<file path="src/rtl/muldiv_pkg.sv">
// Shared definitions for the multiply/divide controller: op encodings,
// FSM state encoding, HI/LO write selects and default unit latencies.
package muldiv_pkg;

   typedef enum logic [1:0] {
      OP_MULT = 2'b00,
      OP_DIV  = 2'b01,
      OP_MTHI = 2'b10,
      OP_MTLO = 2'b11
   } op_code_e;

   typedef enum logic [1:0] {
      ST_IDLE    = 2'b00,
      ST_RUN_MUL = 2'b01,
      ST_RUN_DIV = 2'b10,
      ST_COMMIT  = 2'b11
   } state_e;

   typedef enum logic [2:0] {
      HL_NONE = 3'd0,
      HL_MTHI = 3'd1,
      HL_MTLO = 3'd2,
      HL_MUL  = 3'd3,
      HL_DIV  = 3'd4
   } hilo_sel_e;

   localparam int DEFAULT_MULT_LAT = 32;
   localparam int DEFAULT_DIV_LAT  = 32;

   // Counter width large enough to hold the larger of the two latencies.
   function automatic int cnt_width(input int lat_a, input int lat_b);
      int m;
      m = (lat_a > lat_b) ? lat_a : lat_b;
      return (m < 1) ? 1 : $clog2(m + 1);
   endfunction

endpackage

</file>
<file path="src/rtl/muldiv_hilo.sv">
// Architectural HI/LO register pair with its write-select mux.
module muldiv_hilo
   import muldiv_pkg::*;
(
   input  logic        clk,
   input  logic        reset,
   input  hilo_sel_e   wr_sel,
   input  logic [31:0] wr_a,
   input  logic [31:0] mult_hi,
   input  logic [31:0] mult_lo,
   input  logic [31:0] div_q,
   input  logic [31:0] div_r,
   output logic [31:0] hi,
   output logic [31:0] lo
);

   logic [31:0] hi_q, hi_d;
   logic [31:0] lo_q, lo_d;

   // Select the next HI/LO values: move-to, multiply result or divide result.
   always_comb begin
      hi_d = hi_q;
      lo_d = lo_q;
      case (wr_sel)
         HL_MTHI: hi_d = wr_a;
         HL_MTLO: lo_d = wr_a;
         HL_MUL: begin
            hi_d = mult_hi;
            lo_d = mult_lo;
         end
         HL_DIV: begin
            hi_d = div_r;   // remainder goes to HI
            lo_d = div_q;   // quotient goes to LO
         end
         default: ;
      endcase
   end

   // HI/LO state, cleared by synchronous reset.
   always_ff @(posedge clk) begin
      if (reset) begin
         hi_q <= '0;
         lo_q <= '0;
      end else begin
         hi_q <= hi_d;
         lo_q <= lo_d;
      end
   end

   assign hi = hi_q;
   assign lo = lo_q;

endmodule

</file>
<file path="src/rtl/muldiv_ctrl.sv">
// Sequencing controller for an iterative multiplier and divider.
//
// Request handshake: an op is taken on a rising edge where
// op_valid && op_ready (and flush is low). op_ready is high only in IDLE;
// requests presented while busy are dropped, never queued.
module muldiv_ctrl
   import muldiv_pkg::*;
#(
   parameter int MULT_LAT = DEFAULT_MULT_LAT,
   parameter int DIV_LAT  = DEFAULT_DIV_LAT
) (
   input  logic        clk,
   input  logic        reset,
   input  logic        op_valid,
   output logic        op_ready,
   input  logic [1:0]  op_code,
   input  logic [31:0] op_a,
   input  logic [31:0] op_b,
   input  logic        flush,
   output logic [31:0] unit_a,
   output logic [31:0] unit_b,
   output logic        mult_start,
   output logic        mult_reset,
   input  logic [31:0] mult_hi,
   input  logic [31:0] mult_lo,
   output logic        div_start,
   output logic        div_reset,
   input  logic [31:0] div_q,
   input  logic [31:0] div_r,
   output logic [31:0] hi,
   output logic [31:0] lo,
   output logic        busy,
   output logic        done,
   output logic        div0,
   output state_e      dbg_state
);

   localparam int CNT_W = cnt_width(MULT_LAT, DIV_LAT);

   state_e           state_q, state_d;
   logic [CNT_W-1:0] cnt_q, cnt_d;
   logic [31:0]      unit_a_q, unit_a_d;
   logic [31:0]      unit_b_q, unit_b_d;
   logic             mult_start_q, mult_start_d;
   logic             div_start_q, div_start_d;
   logic             mult_rst_q, mult_rst_d;
   logic             div_rst_q, div_rst_d;
   logic             div0_q, div0_d;
   logic             mt_done_q, mt_done_d;
   logic             op_div_q, op_div_d;
   logic             accept;
   hilo_sel_e        hilo_sel;

   // Next-state, counter, operand latch, pulse and HI/LO write-select logic.
   always_comb begin
      state_d      = state_q;
      cnt_d        = cnt_q;
      unit_a_d     = unit_a_q;
      unit_b_d     = unit_b_q;
      op_div_d     = op_div_q;
      mult_start_d = 1'b0;
      div_start_d  = 1'b0;
      mult_rst_d   = 1'b0;
      div_rst_d    = 1'b0;
      div0_d       = 1'b0;
      mt_done_d    = 1'b0;
      hilo_sel     = HL_NONE;
      // flush in IDLE does nothing itself but blocks a same-cycle request
      accept       = op_valid && (state_q == ST_IDLE) && !flush;

      unique case (state_q)
         ST_IDLE: begin
            if (accept) begin
               case (op_code)
                  OP_MULT: begin
                     unit_a_d     = op_a;
                     unit_b_d     = op_b;
                     mult_start_d = 1'b1;
                     cnt_d        = CNT_W'(MULT_LAT);
                     op_div_d     = 1'b0;
                     state_d      = ST_RUN_MUL;
                  end
                  OP_DIV: begin
                     if (op_b == '0) begin
                        // divide by zero: flag it, start nothing, stay idle
                        div0_d = 1'b1;
                     end else begin
                        unit_a_d    = op_a;
                        unit_b_d    = op_b;
                        div_start_d = 1'b1;
                        cnt_d       = CNT_W'(DIV_LAT);
                        op_div_d    = 1'b1;
                        state_d     = ST_RUN_DIV;
                     end
                  end
                  OP_MTHI: begin
                     hilo_sel  = HL_MTHI;
                     mt_done_d = 1'b1;
                  end
                  default: begin
                     hilo_sel  = HL_MTLO;
                     mt_done_d = 1'b1;
                  end
               endcase
            end
         end
         ST_RUN_MUL, ST_RUN_DIV: begin
            if (flush) begin
               mult_rst_d = !op_div_q;
               div_rst_d  = op_div_q;
               state_d    = ST_IDLE;
            end else if (cnt_q == '0) begin
               state_d = ST_COMMIT;
            end else begin
               cnt_d = cnt_q - CNT_W'(1);
            end
         end
         ST_COMMIT: begin
            if (flush) begin
               mult_rst_d = !op_div_q;
               div_rst_d  = op_div_q;
            end else begin
               hilo_sel = op_div_q ? HL_DIV : HL_MUL;
            end
            state_d = ST_IDLE;
         end
      endcase
   end

   // Controller state registers with synchronous reset.
   always_ff @(posedge clk) begin
      if (reset) begin
         state_q      <= ST_IDLE;
         cnt_q        <= '0;
         unit_a_q     <= '0;
         unit_b_q     <= '0;
         op_div_q     <= 1'b0;
         mult_start_q <= 1'b0;
         div_start_q  <= 1'b0;
         mult_rst_q   <= 1'b0;
         div_rst_q    <= 1'b0;
         div0_q       <= 1'b0;
         mt_done_q    <= 1'b0;
      end else begin
         state_q      <= state_d;
         cnt_q        <= cnt_d;
         unit_a_q     <= unit_a_d;
         unit_b_q     <= unit_b_d;
         op_div_q     <= op_div_d;
         mult_start_q <= mult_start_d;
         div_start_q  <= div_start_d;
         mult_rst_q   <= mult_rst_d;
         div_rst_q    <= div_rst_d;
         div0_q       <= div0_d;
         mt_done_q    <= mt_done_d;
      end
   end

   muldiv_hilo u_hilo (
      .clk     (clk),
      .reset   (reset),
      .wr_sel  (hilo_sel),
      .wr_a    (op_a),
      .mult_hi (mult_hi),
      .mult_lo (mult_lo),
      .div_q   (div_q),
      .div_r   (div_r),
      .hi      (hi),
      .lo      (lo)
   );

   // Pulses are suppressed while reset is high; unit resets follow reset
   // directly so an in-flight unit result is discarded.
   assign op_ready   = (state_q == ST_IDLE);
   assign busy       = !op_ready;
   assign mult_start = mult_start_q && !reset;
   assign div_start  = div_start_q && !reset;
   assign mult_reset = reset || mult_rst_q;
   assign div_reset  = reset || div_rst_q;
   assign div0       = div0_q && !reset;
   assign done       = !reset && (mt_done_q || ((state_q == ST_COMMIT) && !flush));
   assign unit_a     = unit_a_q;
   assign unit_b     = unit_b_q;
   assign dbg_state  = state_q;

endmodule
</file>
<file path="config.mk">
export PLATFORM = sky130hd
export DESIGN_NAME = muldiv_ctrl
export DESIGN_NICKNAME = d
export VERILOG_FILES = /design/src/rtl/muldiv_pkg.sv /design/src/rtl/muldiv_hilo.sv /design/src/rtl/muldiv_ctrl.sv
export SDC_FILE = /design/constraint.sdc
export NUM_CORES = 1
export LEC_CHECK = 0
export CAP_MARGIN = 10
export CORE_ASPECT_RATIO = 0.6
export CORE_MARGIN = 2
export CORE_UTILIZATION = 40
export CTS_BUF_LIST = sky130_fd_sc_hd__clkbuf_8 sky130_fd_sc_hd__clkbuf_16
export DETAILED_ROUTE_END_ITERATION = 8
export GPL_ROUTABILITY_DRIVEN = 0
export MAX_ROUTING_LAYER = met4
export PLACE_DENSITY = 0.79
export SLEW_MARGIN = 30
export SYNTH_ARGS = -nofsm -noshare
export SYNTH_HDL_FRONTEND = slang
export SYNTH_SLANG_ARGS = --single-unit
</file>
<file path="constraint.sdc">
create_clock -name clk -period 3.5 [get_ports clk]
set_clock_uncertainty 0.05 [all_clocks]
set_input_delay 0.875 -clock clk [delete_from_list [all_inputs] [get_ports clk]]
set_output_delay 0.875 -clock clk [all_outputs]
set_load 0.05 [all_outputs]
</file>
## Yosys cells after proc, flatten, opt, wreduce, memory -nomap -nowiden

Cells that the tools add are included.

| cells by class | value |
|---|---|
| div/mod/pow operators | 0 |
| add/sub/neg operators | 1 |
| order comparisons | 0 |
| multipliers | 0 |
| multiplexer cells | 29 |
| bitwise operators | 5 |
| shift-type cells | 0 |
| equality and inequality tests | 16 |
| reduce and logical (&&, ||, !) cells | 31 |

Operators with widths:

| kind | number |
|---|---|
| $pmux W32 S3 | 2 |
| $pmux W32 S2 | 2 |
| $mux W32 | 2 |
| $logic_not A32 Y1 | 1 |
| $mux W6 | 4 |
| $pmux W6 S2 | 2 |
| $mux W2 | 5 |
| $reduce_or A3 Y1 | 3 |
| $pmux W2 S2 | 2 |
| $reduce_and A4 Y1 | 2 |
| $logic_and A1 B1 Y1 | 7 |
| $eq A2 B2 Y1 const B | 3 |
| $eq A3 B2 Y1 const B | 2 |
| $logic_not A6 Y1 | 1 |
| $mux W3 | 2 |
| $ne A2 B2 Y1 const B | 3 |
| $ne A3 B3 Y1 const B | 2 |
| $pmux W2 S3 | 1 |
| $pmux W3 S2 | 1 |
| $reduce_and A6 Y1 | 1 |
| $reduce_bool A3 Y1 | 2 |
| $sub A6 B1 Y6 const B | 1 |
| $mux W1 | 5 |
| $not A1 Y1 | 5 |
| 12 further kinds | 21 |

| word-level totals | value |
|---|---|
| bits in writable memories | 0 |
| word-level logic and storage cells | 95 |
| memories kept | 0 |
| register bits | 143 |
| latch bits | 0 |
| memory bits (read-only) | 0 |

## Logic depth before layout (Yosys ltp)

| depth | value |
|---|---|
| word-level depth | 7 |
| gate-level depth with buffers | 10 |
| depth with buffers taken out | 7 |

## Modules after synthesis

A second synthesis with hierarchy kept.

| second synthesis, totals | value |
|---|---|
| cell total of the unflattened synthesis | 735 |
| area total of the unflattened synthesis | 6533.8 um2 |

Modules (own cells, without submodules):

| module | area an instance (um2) | cells an instance | instances |
|---|---|---|---|
| muldiv_hilo | 3295.7 | 334 | 1 |
| muldiv_ctrl | 3238.1 | 401 | 1 |

## Worst setup path after synthesis

No wires, ideal clock.

| path | value |
|---|---|
| kind | input to output |
| start | input port reset |
| end | output port done |
| arrival | 2070 ps |
| slack | 505 ps |
| stages on the path | 4 |
| buffers on the path | 3 |
| required time | 2575 ps |
| cells stage by stage | clkbuf_1 clkbuf_1 buf_1 nor2_1 |

| between the ends | value |
|---|---|
| word-level cells in the longest chain between the ends | 2 |

RTL lines:

| element | RTL line | source |
|---|---|---|
| start: declaration | muldiv_ctrl.sv:13 | `input logic reset,` |
| $logic_not A1 Y1 | muldiv_ctrl.sv:181 | `assign done = !reset && (mt_done_q \|\| ((state_q == ST_COMMIT) && !flush));` |
| $logic_and A1 B1 Y1 | muldiv_ctrl.sv:181 |  |
| end: declaration | muldiv_ctrl.sv:33 | `output logic done,` |

No other way between the ends.

## Worst setup path in the final report

| path | value |
|---|---|
| start | register state_q[0] (netlist: dbg_state[0]) |
| end | output port busy |

| between the ends | value |
|---|---|
| word-level cells in the longest chain between the ends | 2 |

RTL lines:

| element | RTL line | source |
|---|---|---|
| start: declaration | muldiv_ctrl.sv:40 | `state_e state_q, state_d;` |
| start signal: assignment | muldiv_ctrl.sv:145 | `state_q <= state_d;` |
| $logic_not A2 Y1 | muldiv_ctrl.sv:174 | `assign op_ready = (state_q == ST_IDLE);` |
| $logic_not A1 Y1 | muldiv_ctrl.sv:175 | `assign busy = !op_ready;` |
| end: declaration | muldiv_ctrl.sv:32 | `output logic busy,` |

No other way between the ends.

==> metrics.txt <==
GRT overflow=0; post-place setup slack=0.281 ns; GRT Total Usage=29.5%; syn_area_per_cell=7.82 µm²; GRT Max-Usage Layer=met2; worst endpoint required time=2.57 ns; Seq/Total Area, Yosys=42.9%; Least-Margin Pin Slew=1.04 ns; PostCTS Resize Cnt=0; H-tree depth=4; P&R area growth vs syn=61.8%; PwrDens=555 mW/mm²; Synth Register Bits=143; CP cell instances=inv_1 > ha_1 > inv_1 > clkdlybuf4s50_1; Chip Width=171 µm; largest cells by area after synthesis=dfxtp_1, nand2_1, a21oi_1; most frequent cells after synthesis=nand2_1, dfxtp_1, nor2_1; fmax=315 MHz; share of layout cells above drive strength 1=6.27%; Top FF cell, synth=dfxtp_1; WL final=26.2 mm; status=finished clean; Pwr Total=5.99 mW; fin area=0.0108 mm²; area post-placement=0.0102 mm²; crit end category=output port; fin nets=1,354; clock buffer count from CTS=17; endpoints failing setup=0; fin. max-slew vios=0; Worst-path clk slew=0.07 ns; Mapped Area=0.00667 mm²; Crit Path Max Fanout=10; drt drc=0; row count=36; setup bufs post-CTS=0; GRT met1 Usage=39.3%; asr flop ratio synth=0%; Pre-antenna DRT Iters=5; Die Footprint=0.0178 mm²; Via Count=7,586; Synth top area share=42.9%; final HPWL from detailed placement=19.0 mm; hold_buf cts=0; Synth area leader=dfxtp_1; Root Driver=clkbuf_16; synthesized instance count=853; starting density of the core=41.0%; Worst Setup Slack, final=0.326 ns; first-pass GRT wire length=40.0 mm; Die Height=104 µm; Clock Sinks=143; Crit path top cell by count=inv_1; max incr delay on CP=0.82 ns; Worst setup SP type=flop; number of synthesized flops with an enable pin=0; Max Root-Sink Buffers=2; WL/cell=18.8 µm; most frequent cell after synthesis=nand2_1; Worst Hold Class=reg -> reg; Core Region=0.0163 mm²; Synth Net Count=1,056; crit share post-route=90.7%; LEAKAGE=3.71 nW; Ys Warns=0; Slew headroom=30.8%; # IOs=336; RSZ-0062 raised after global routing=no; count of different cell masters after synthesis=48; Via density=5.45; slowest CP cell=clkdlybuf4s50_1; IR drop worst, VDD=484 µV; clk_lat worst skew=0.42 ns; CP arrival=2.25 ns; DRT antenna net count=0; maximum capacitance violations=0; Setup CP Type=reg -> out; initial antenna violation count=1; Iter 0 DRT Violations=602; final hold violations=0; Tmin final=3.17 ns; final setup TNS=0 ns; largest net degree at the start of global routing=89; met3 usage=7.61%; Port Buffer Count=335; M2 GR Usage=44.1%; CTS tree=built; vias in the first global route=7,153
kinds of logic after synthesis:
family | after synthesis | share of synthesized area (%)
adders and majority gates | 5 | 0.938
buffers and inverters | 85 | 6.21
AOI/OAI and AO/OA | 290 | 29.4
and+or+nand+nor | 330 | 20.6
DFF | 143 | 42.9
cells in the final DEF, fill, tap and decap left out, types with 2 or more instances in the layout:
cell | Yosys | routed
clkdlybuf4s50_1 | 0 | 330
nand2_1 | 166 | 166
dfxtp_1 | 143 | 142
nor2_1 | 115 | 114
a21oi_1 | 102 | 102
a211oi_1 | 51 | 51
a22oi_1 | 33 | 33
a311oi_1 | 33 | 33
o22ai_1 | 31 | 31
buf_4 | 3 | 19
clkbuf_16 | 0 | 17
a22o_1 | 14 | 14
nor4_1 | 9 | 9
buf_12 | 0 | 8
inv_1 | 7 | 7
nor2b_1 | 7 | 7
nor3_1 | 6 | 6
nand2b_1 | 5 | 5
o21ai_0 | 5 | 5
ha_1 | 5 | 5
o31ai_1 | 4 | 4
clkinv_4 | 0 | 4
inv_6 | 0 | 4
or2_2 | 3 | 3
nand3_1 | 3 | 3
or3_1 | 3 | 3
inv_8 | 0 | 3
a21boi_0 | 2 | 2
o21a_2 | 0 | 2
nand4_1 | 2 | 2
and2_1 | 2 | 2
or4_1 | 2 | 2
clkbuf_8 | 0 | 2
power breakdown:
group / internal (mW) / total [mW] / switching (mW)
Combinational: 0.849 / 2.24 / 1.39
Clock: 1.05 / 1.84 / 0.798
Sequential: 1.79 / 1.91 / 0.114
stage by stage:
stage          instances  utilization (%)  hold slack [ns]
3_3_place_gp        1360             62.7            0.391
2_1_floorplan        853                -            0.412
5_1_grt             1393             66.4            0.420
4_1_cts             1392             66.3            0.404
6_report            1393             66.4            0.403
3_5_place_dp        1360             62.7            0.396
state kept, by name, summed over array words and instances (netlist names), 2 cells and up:
| signal | count |
|---|---|
| u_hilo.hi | 32 |
| u_hilo.lo | 32 |
| unit_a | 32 |
| unit_b | 32 |
| cnt_q | 6 |
| dbg_state | 2 |
critical path, delay by kind of cell, from the launching register on:
kind / cells / cell delay, ns
flops: 1 / 0.41
fa+ha+maj: 1 / 0.33
buf+inv: 3 / 1.08
worst paths after layout:
path	endpoint	slack (ns)	depth (start not counted)	start
min reg2reg	unit_a[12]$_SDFFE_PP0P_	0.40	2	unit_a[12]$_SDFFE_PP0P_
max reg2reg	u_hilo.lo[30]$_SDFFE_PP0P_	0.89	7	dbg_state[0]$_SDFFE_PP0P_
max	busy	0.33	4	dbg_state[0]$_SDFFE_PP0P_
min	unit_a[12]$_SDFFE_PP0P_	0.40	2	unit_a[12]$_SDFFE_PP0P_
cell type report:
cell class,count,area (µm²)
timing repair buffer,357,3610
clock buffer,19,453
antenna,1,2.50
multi-input combinational,625,3410
fill,1353,5470
inverter,7,26.3
sequential,143,2870
tap,228,285
clock inverter,13,141
routing by layer:
metal	share of wire, %	vias up
li1	-	3674
met1	44	3484
met2	45	385
met3	9.1	43
met4	2.2	0
met5	0	-
(Power assumes the default switching activity.)
